==> config.mk <==
export PLATFORM = sky130hd
export DESIGN_NAME = stopwatch_counter
export DESIGN_NICKNAME = d
export VERILOG_FILES = /design/src/rtl/stopwatch_pkg.sv /design/src/rtl/stopwatch_counter_bcd_digit.sv /design/src/rtl/stopwatch_counter.sv
export SDC_FILE = /design/constraint.sdc
export NUM_CORES = 1
export LEC_CHECK = 0
export CAP_MARGIN = 10
export CORE_AREA = 2 2 120 122
export CTS_BUF_LIST = sky130_fd_sc_hd__clkbuf_4 sky130_fd_sc_hd__clkbuf_8
export DETAILED_ROUTE_END_ITERATION = 12
export DIE_AREA = 0 0 122 124
export MAX_ROUTING_LAYER = met4
export PLACE_DENSITY = 0.37
export RECOVER_POWER = 50
export SLEW_MARGIN = 30
export SYNTH_ARGS = -nofsm -noshare
export SYNTH_HDL_FRONTEND = slang
export SYNTH_HIERARCHICAL = 1
export SYNTH_SLANG_ARGS = --single-unit
==> constraint.sdc <==
create_clock -name clk -period 6.75 [get_ports clk]
set_input_delay 1.6875 -clock clk [delete_from_list [all_inputs] [get_ports clk]]
set_output_delay 1.6875 -clock clk [all_outputs]
set_load 0.02 [all_outputs]
==> src/rtl/stopwatch_pkg.sv <==
// Shared types and constants for the MM:SS stopwatch: FSM encoding, digit maxima
// and nibble offsets of each digit inside bcd_num.
package stopwatch_pkg;

    typedef enum logic [1:0] {
        IDLE  = 2'd0,
        RUN   = 2'd1,
        PAUSE = 2'd2
    } state_e;

    localparam int SEC_TENS_MAX = 5;
    localparam int MIN_TENS_MAX = 5;
    localparam int UNITS_MAX    = 9;

    localparam int SEC_UNITS_LSB = 0;
    localparam int SEC_TENS_LSB  = 4;
    localparam int MIN_UNITS_LSB = 8;
    localparam int MIN_TENS_LSB  = 12;

    // A divide-by-1 prescaler still needs a 1-bit register.
    function automatic int presc_width(input int div);
        return (div > 1) ? $clog2(div) : 1;
    endfunction

endpackage

==> src/rtl/stopwatch_counter_bcd_digit.sv <==
// One BCD digit counting 0..MAX; carry is combinational so digits ripple within one cycle.
module bcd_digit
    import stopwatch_pkg::*;
#(
    parameter int MAX = 9
) (
    input  logic       clk,
    input  logic       rst,
    input  logic       clr,
    input  logic       inc,
    output logic [3:0] q,
    output logic       carry
);

    localparam logic [3:0] MAX_V = 4'(MAX);

    logic [3:0] q_q, q_d;

    always_comb begin
        q_d = q_q;
        if (clr)
            q_d = 4'd0;
        else if (inc)
            q_d = (q_q == MAX_V) ? 4'd0 : q_q + 4'd1;
    end

    always_ff @(posedge clk or posedge rst) begin
        if (rst) q_q <= 4'd0;
        else     q_q <= q_d;
    end

    assign q     = q_q;
    assign carry = inc & (q_q == MAX_V);

endmodule

==> src/rtl/stopwatch_counter.sv <==
// Stopwatch: 1 Hz prescaler, IDLE/RUN/PAUSE control and an MM:SS BCD chain.
// Optional lap hold freezes the display while counting continues (macro LAP_HOLD_EN).
module stopwatch_counter
    import stopwatch_pkg::*;
#(
    parameter int CLK_HZ  = 100_000_000,
    parameter int TICK_HZ = 1
) (
    input  logic        clk,
    input  logic        rst,
    input  logic        start_stop,
    input  logic        clear,
    input  logic        lap,
    output logic [15:0] bcd_num,
    output logic        running,
    output logic        wrap,
    output logic        lap_active
);

    localparam int             CLK_DIV   = CLK_HZ / TICK_HZ;
    localparam int             PW        = presc_width(CLK_DIV);
    localparam logic [PW-1:0]  PRESC_MAX = PW'(CLK_DIV - 1);

    state_e        state_q, state_d;
    logic [PW-1:0] presc_q, presc_d;
    logic [15:0]   bcd_num_q, bcd_num_d;
    logic          running_q, wrap_q, hold_q, hold_d;
    logic          sec_tick;

    logic [3:0]  su_q, st_q, mu_q, mt_q;
    logic        inc_su, c_su, c_st, c_mu, c_mt;
    logic [15:0] live;

    assign sec_tick = (state_q == RUN) && (presc_q == PRESC_MAX);
    // A clear in the tick cycle wins: no increment, no wrap.
    assign inc_su   = sec_tick & ~clear;

    bcd_digit #(.MAX(UNITS_MAX)) u_sec_units (
        .clk(clk), .rst(rst), .clr(clear), .inc(inc_su), .q(su_q), .carry(c_su)
    );
    bcd_digit #(.MAX(SEC_TENS_MAX)) u_sec_tens (
        .clk(clk), .rst(rst), .clr(clear), .inc(c_su), .q(st_q), .carry(c_st)
    );
    bcd_digit #(.MAX(UNITS_MAX)) u_min_units (
        .clk(clk), .rst(rst), .clr(clear), .inc(c_st), .q(mu_q), .carry(c_mu)
    );
    bcd_digit #(.MAX(MIN_TENS_MAX)) u_min_tens (
        .clk(clk), .rst(rst), .clr(clear), .inc(c_mu), .q(mt_q), .carry(c_mt)
    );

    always_comb begin
        live = 16'h0000;
        live[SEC_UNITS_LSB +: 4] = su_q;
        live[SEC_TENS_LSB  +: 4] = st_q;
        live[MIN_UNITS_LSB +: 4] = mu_q;
        live[MIN_TENS_LSB  +: 4] = mt_q;
    end

`ifndef LAP_HOLD_EN
    logic unused_lap;
    assign unused_lap = lap;
`endif

    always_comb begin
        state_d = state_q;
        presc_d = presc_q;
        hold_d  = hold_q;
        if (clear) begin
            state_d = IDLE;
            presc_d = '0;
            hold_d  = 1'b0;
        end else begin
            case (state_q)
                IDLE:    if (start_stop) state_d = RUN;
                RUN: begin
                    presc_d = sec_tick ? '0 : presc_q + 1'b1;
                    if (start_stop) state_d = PAUSE;
                end
                PAUSE:   if (start_stop) state_d = RUN;
                default: state_d = IDLE;
            endcase
`ifdef LAP_HOLD_EN
            if (lap && state_q != IDLE) hold_d = ~hold_q;
`endif
        end
        // Holding reuses the displayed value itself as the lap snapshot.
        if (clear)
            bcd_num_d = 16'h0000;
        else if (hold_d)
            bcd_num_d = bcd_num_q;
        else
            bcd_num_d = live;
    end

    always_ff @(posedge clk or posedge rst) begin
        if (rst) begin
            state_q   <= IDLE;
            presc_q   <= '0;
            bcd_num_q <= 16'h0000;
            running_q <= 1'b0;
            wrap_q    <= 1'b0;
            hold_q    <= 1'b0;
        end else begin
            state_q   <= state_d;
            presc_q   <= presc_d;
            bcd_num_q <= bcd_num_d;
            running_q <= (state_d == RUN);
            wrap_q    <= c_mt;
            hold_q    <= hold_d;
        end
    end

    assign bcd_num    = bcd_num_q;
    assign running    = running_q;
    assign wrap       = wrap_q;
    assign lap_active = hold_q;

endmodule
# ---- After elaboration in Yosys (flattened, before gate mapping)
# Cells that the tools add are included.
dict set report word_totals {
  elab_cells 60
  reg_bits 64
}
dict set report classes {
  reduce_logical 8
  n_bitwise 6
  mux 22
  add_sub_neg 5
  n_eq_ne 9
}
# operator count
set ops {}
lappend ops {{two-way mux 27 bit} 3}
lappend ops {{two-way mux 4 bit} 12}
lappend ops {{two-way mux 16 bit} 2}
lappend ops {{adder 27 x 1 -> 27 bit (second input constant)} 1}
lappend ops {{equality test 27 bit (second input constant)} 1}
lappend ops {{adder 4 x 1 -> 4 bit (second input constant)} 4}
lappend ops {{nonzero test 2 bit} 5}
lappend ops {{equality test 4 x 3 -> 1 bit (second input constant)} 2}
lappend ops {{equality test 4 bit (second input constant)} 2}
lappend ops {{two-way mux 2 bit} 3}
lappend ops {{bitwise AND 1 bit} 5}
lappend ops {{equality test 2 x 1 -> 1 bit (second input constant)} 2}
lappend ops {{one-hot mux 2 bit (2 select lines)} 1}
lappend ops {{equality test 2 bit (second input constant)} 1}
lappend ops {{zero test 2 bit} 1}
lappend ops {{inequality test 2 bit (second input constant)} 1}
lappend ops {{OR reduction 2 bit} 1}
lappend ops {{logical AND 1 bit} 1}
lappend ops {{two-way mux 1 bit} 1}
lappend ops {{inverter 1 bit} 1}

# ---- Logic depth before layout (Yosys ltp)
dict set report logic_depth {
  ltp_word 8
  ltp_mapped 14
  mapped_depth_nobuf 14
}

# ---- By module
# Netlist, hierarchy kept.
# mod seq_area_each_um2 area_per_inst_um2 n_inst cells_each
set modules_own_cells {}
lappend modules_own_cells {stopwatch_counter 1201.2 2424.8 1 238}
lappend modules_own_cells {{bcd_digit (u_min_units ...)} 100.1 244.0 2 27}
lappend modules_own_cells {{bcd_digit (u_min_tens ...)} 100.1 231.5 2 26}

# ---- Worst setup path after synthesis
# OpenSTA, ideal clock, no wires.
dict set report synth_path {
  kind {input to register}
  start {in clear}
  end {reg u_min_tens.q_q[3], in the netlist u_min_tens/q[3]}
  n_path_buf 2
  setup_ns 0.077
  t_arrival_ns 3.960
  setup_slack_ns 2.712
  stages 12
  required_time_ns 6.673
  cell_sequence {clkbuf_1 clkbuf_1 nor2_1 inv_1 nor2_1 nand2_1 nor2_1 inv_1 nor2_1 nand4_1 or3_1 a21oi_1}
}
dict set report synth_between {
  elab_chain_cells 6
}
# item line_no
set synth_rtl {}
lappend synth_rtl {{start: declaration} stopwatch_counter.sv:12} ;# input logic clear,
lappend synth_rtl {{inverter 1 bit} stopwatch_counter.sv:36} ;# assign inc_su = sec_tick & ~clear;
lappend synth_rtl {{bitwise AND 1 bit} stopwatch_counter.sv:36}
lappend synth_rtl {{named net inc_su} stopwatch_counter.sv:31} ;# logic inc_su, c_su, c_st, c_mu, c_mt;
lappend synth_rtl {{bitwise AND 1 bit} stopwatch_counter_bcd_digit.sv:33} ;# assign carry = inc & (q_q == MAX_V);
lappend synth_rtl {{named net c_su} stopwatch_counter.sv:31}
lappend synth_rtl {{bitwise AND 1 bit} stopwatch_counter_bcd_digit.sv:33}
lappend synth_rtl {{named net c_st} stopwatch_counter.sv:31}
lappend synth_rtl {{bitwise AND 1 bit} stopwatch_counter_bcd_digit.sv:33}
lappend synth_rtl {{named net c_mu} stopwatch_counter.sv:31}
lappend synth_rtl {{nonzero test 2 bit (no line)} --}
lappend synth_rtl {{end signal: assignment} stopwatch_counter_bcd_digit.sv:29} ;# else q_q <= q_d;
lappend synth_rtl {{end: declaration} stopwatch_counter_bcd_digit.sv:17} ;# logic [3:0] q_q, q_d;
# The timed path passes the listed nets, and every way through them passes these cells.
# A chain may end at the register's enable or synchronous reset.

==> metrics.md <==
| Metric | Value |
|---|---|
| HP Class | `reg2reg` |
| Family with the most delay on the worst path | `buffers and inverters` |
| Detailed Route WL | `7810 um` |
| # rows | `43` |
| Share of layout cells above drive strength 1 | `0.0933` |
| Failing checks | `capacitance limit, slew limit` |
| Async set-reset flop share out of synthesis | `1.00` |
| Final GP Congestion | `about 0.74` |
| Top cell type by total area after synthesis | `dfrtp_1` |
| Clock skew | `roughly 0.011 ns` |
| Synth Area in Compound Gates | `0.0979` |
| Status | `finished with violations` |
| Sequential area share after synthesis | `0.474` |
| CTS tree | `done` |
| CTS Sinks | `64` |
| # port buffers | `22` |
| Vias in the first global route | `roughly 2500` |
| Layout Nets | `about 380` |
| Die height | `roughly 120 um` |
| Clock Tree Buf Depth | `2` |
| Switching Share | `0.243` |
| Slowest stage delay, CP | `~2 ns` |
| Startpoint types | `primary input` |
| Fmax | `approximately 0.22 GHz` |
| Starting DRT DRC Count | `roughly 140` |
| Netlist cell types | `53` |
| Skew-Pair Late Insertion Delay | `0.36 ns` |
| Syn Inst Count | `344` |
| RSZ-0062 raised after global routing | `no` |
| Endpoint class of the critical path | `async pin` |
| Ant diodes | `0` |
| Die footprint | `approximately 15000 um^2` |
| Vias per cell | `about 4.6` |
| Multiplexer share of the synthesized area | `0.0541` |
| Layout area overhead | `17.9%` |
| Top cell type's share of synthesized area | `0.474` |
| Power Internal | `between 0.5 and 0.6 mW` |
| Pre-Repair DR Iteration Count | `5` |
| H-tree depth | `3` |
| Syn avg cell area | `between 9 and 10 um^2` |
| GRT Util Overall | `0.117` |
| Clk pwr share | `0.433` |
| Area of the mapped netlist | `3380 um^2` |
| Max cap viols | `2` |
| Crit Path Max Fanout | `48` |
| Bufs and invs on worst path | `3` |
| Clock-pin slew on the worst setup and hold paths | `0.07 ns` |
| Critical Path Stages | `3` |
| Via Count | `2553` |
| Crit path DAT | `around 4.4 ns` |
| Seq pwr share | `0.526` |
| First-pass GRT wire length | `between 10000 and 15000 um` |
| Hold buffers post-CTS | `0` |
| NetSw | `0.179 mW` |
| Post-route DRC violation count | `0` |
| Min Tclk post-route | `~4.6 ns` |
| Non-Filler Instances | `between 500 and 600` |
| Worst vdd ir | `roughly 67 uV` |
| Post-CTS Resized | `0` |
| Core area | `13700 um^2` |
| R2R depth | `14` |
| Total Power | `0.737 mW` |
| Hpwl dp | `between 5000 and 6000 um` |
| Number of synthesized flops with an enable pin | `0` |
| Syn Nets | `between 300 and 400` |
| Initial antenna violation count | `0` |
| Post-route ant nets | `0` |
| Initial Util | `0.246` |
| Post-route clock period utilization | `0.682` |
| Placed cells | `539` |
| Root buf cell | `clkbuf_8` |
| Synthesized flop and latch total | `64` |
| Setup TNS Final | `0 ns` |
| IO Count | `24` |
| Comb power frac | `0.041` |
| Top post-synthesis cells by area | `dfrtp_1, nor2_1, mux2i_1` |
| Slowest CP cell | `clkbuf_1` |
| Power Density | `approximately 190 nW/um^2` |
| Commonest cells post-synth | `dfrtp_1, nor2_1, nand2_1` |
| CTS Buf Count | `9` |
| Total gr overflow | `0` |
| Postcts setup bufs | `0` |
| Worst EP required | `6.59 ns` |
| XOR/XNOR Fraction of Synth Area | `0.0415` |
| Synth warnings | `6` |
| Crit Path Category | `in2async` |
| Final core utilization | `0.290` |
| Leakage | `1.56 nW` |
| Synth Area in Simple Gates | `0.267` |
| Worst hold stages | `2` |
| R2r setup slk | `2.67 ns` |
| Worst slew pin tran | `~2.9 ns` |
| CP cell instances | `dlygate4sd3_1 > clkinv_1 > clkbuf_1` |
| Final setup vio count | `0` |
| Slew Limit Fails | `97` |
| Most common cell in the netlist | `dfrtp_1` |
| Final hold vios | `0` |
| Chip Width | `approximately 120 um` |
| Main synth FF type | `dfrtp_1` |
| Post-synthesis adder-cell area fraction | `0.0334` |
| Main combinational cell family by area after synthesis | `simple AND/OR/NAND/NOR gates` |
| Largest net degree at the start of global routing | `49` |
| Mean routed wirelength per cell | `about 14 um` |
| Rel. slew slack | `-0.908` |
[worst reg2reg max path, delay by kind of cell, from the launching register on]
| family | cells | cell delay, ns |
|---|---|---|
| buf+inv | 2 | 0.26 |
| compound gates | 1 | 0.12 |
| simple gates | 10 | 2.96 |
| fa+ha+maj | 1 | 0.22 |
| flops | 1 | 0.43 |
[area by class of cell]
type / count / area (um^2)
Clock buffer: 13 / 173
Tap cell: 180 / 225
Sequential cell: 64 / 1600
Inverter: 16 / 60.1
Clock inverter: 3 / 15.0
Fill cell: 1448 / 9740
Multi-Input combinational cell: 253 / 1670
Timing Repair Buffer: 26 / 236
[worst paths after layout]
check / from / end
setup / recovery: rst / presc_q[8]
hold / removal: bcd_num[13] / bcd_num[13]
setup reg to reg: presc_q[0] / u_min_tens/q[3]
hold reg to reg: bcd_num[13] / bcd_num[13]
max in group clk: clear / presc_q[16]
min in group asynchronous: rst / u_sec_tens/q[1]
[power groups by stage]
stage	registers, mW	clock network, mW	logic [mW]
6_report	0.388	0.319	0.0304
3_3_place_gp	0.395	0	0.0329
3_5_place_dp	0.395	0	0.0327
2_1_floorplan	0.395	0	0.0184
5_1_grt	0.388	0.353	0.0352
4_1_cts	0.387	0.335	0.0327
[metal layers]
metal	part of all wire	GRT usage	routed length, um
met1	0.52	0.156	4060
met4	0.021	0.0603	167
met2	0.43	0.166	3340
met5	0	-	0
met3	0.031	0.0270	245
[state kept, by name, indices dropped and copies added, names as in the netlist]
signal         cells
state_q            2
u_sec_tens/q       4
running            1
wrap               1
u_min_units/q      4
bcd_num           16
u_min_tens/q       4
presc_q           27
lap_active         1
u_sec_units/q      4
[kinds of logic (layout without fill, tap and decap cells)]
family | Yosys count | after routing
simple gates | 157 | 157
flops | 64 | 64
compound gates | 53 | 53
buf+inv | 27 | 58
mux | 18 | 18
xor+xnor | 16 | 16
fa+ha+maj | 9 | 9
[cell usage in the layout, fill, tap and decap left out, types with 9 or more instances in the layout]
cell             netlist  layout
dfrtp_1               64      64
inv_1                 16      15
nor2_1                51      51
ha_1                   9       9
nand2b_1               9       9
nand3b_1              12      12
mux2i_1               16      16
nand2_1               27      27
nand3_1                9       9
clkdlybuf4s50_1        0      20
xnor2_1               12      12
clkbuf_8               0      12
a21oi_1               24      24
[through the flow]
step	hold slack (ns)	worst slack (ns)	cell area, um^2
floorplan	0.465	2.71	3380
global placement	0.507	2.46	3800
detailed placement	0.509	2.43	3800
CTS	0.530	2.61	3990
global route	0.553	1.53	3980
finish	0.523	2.15	3980
No activity file was read; power rests on OpenSTA's default activity.
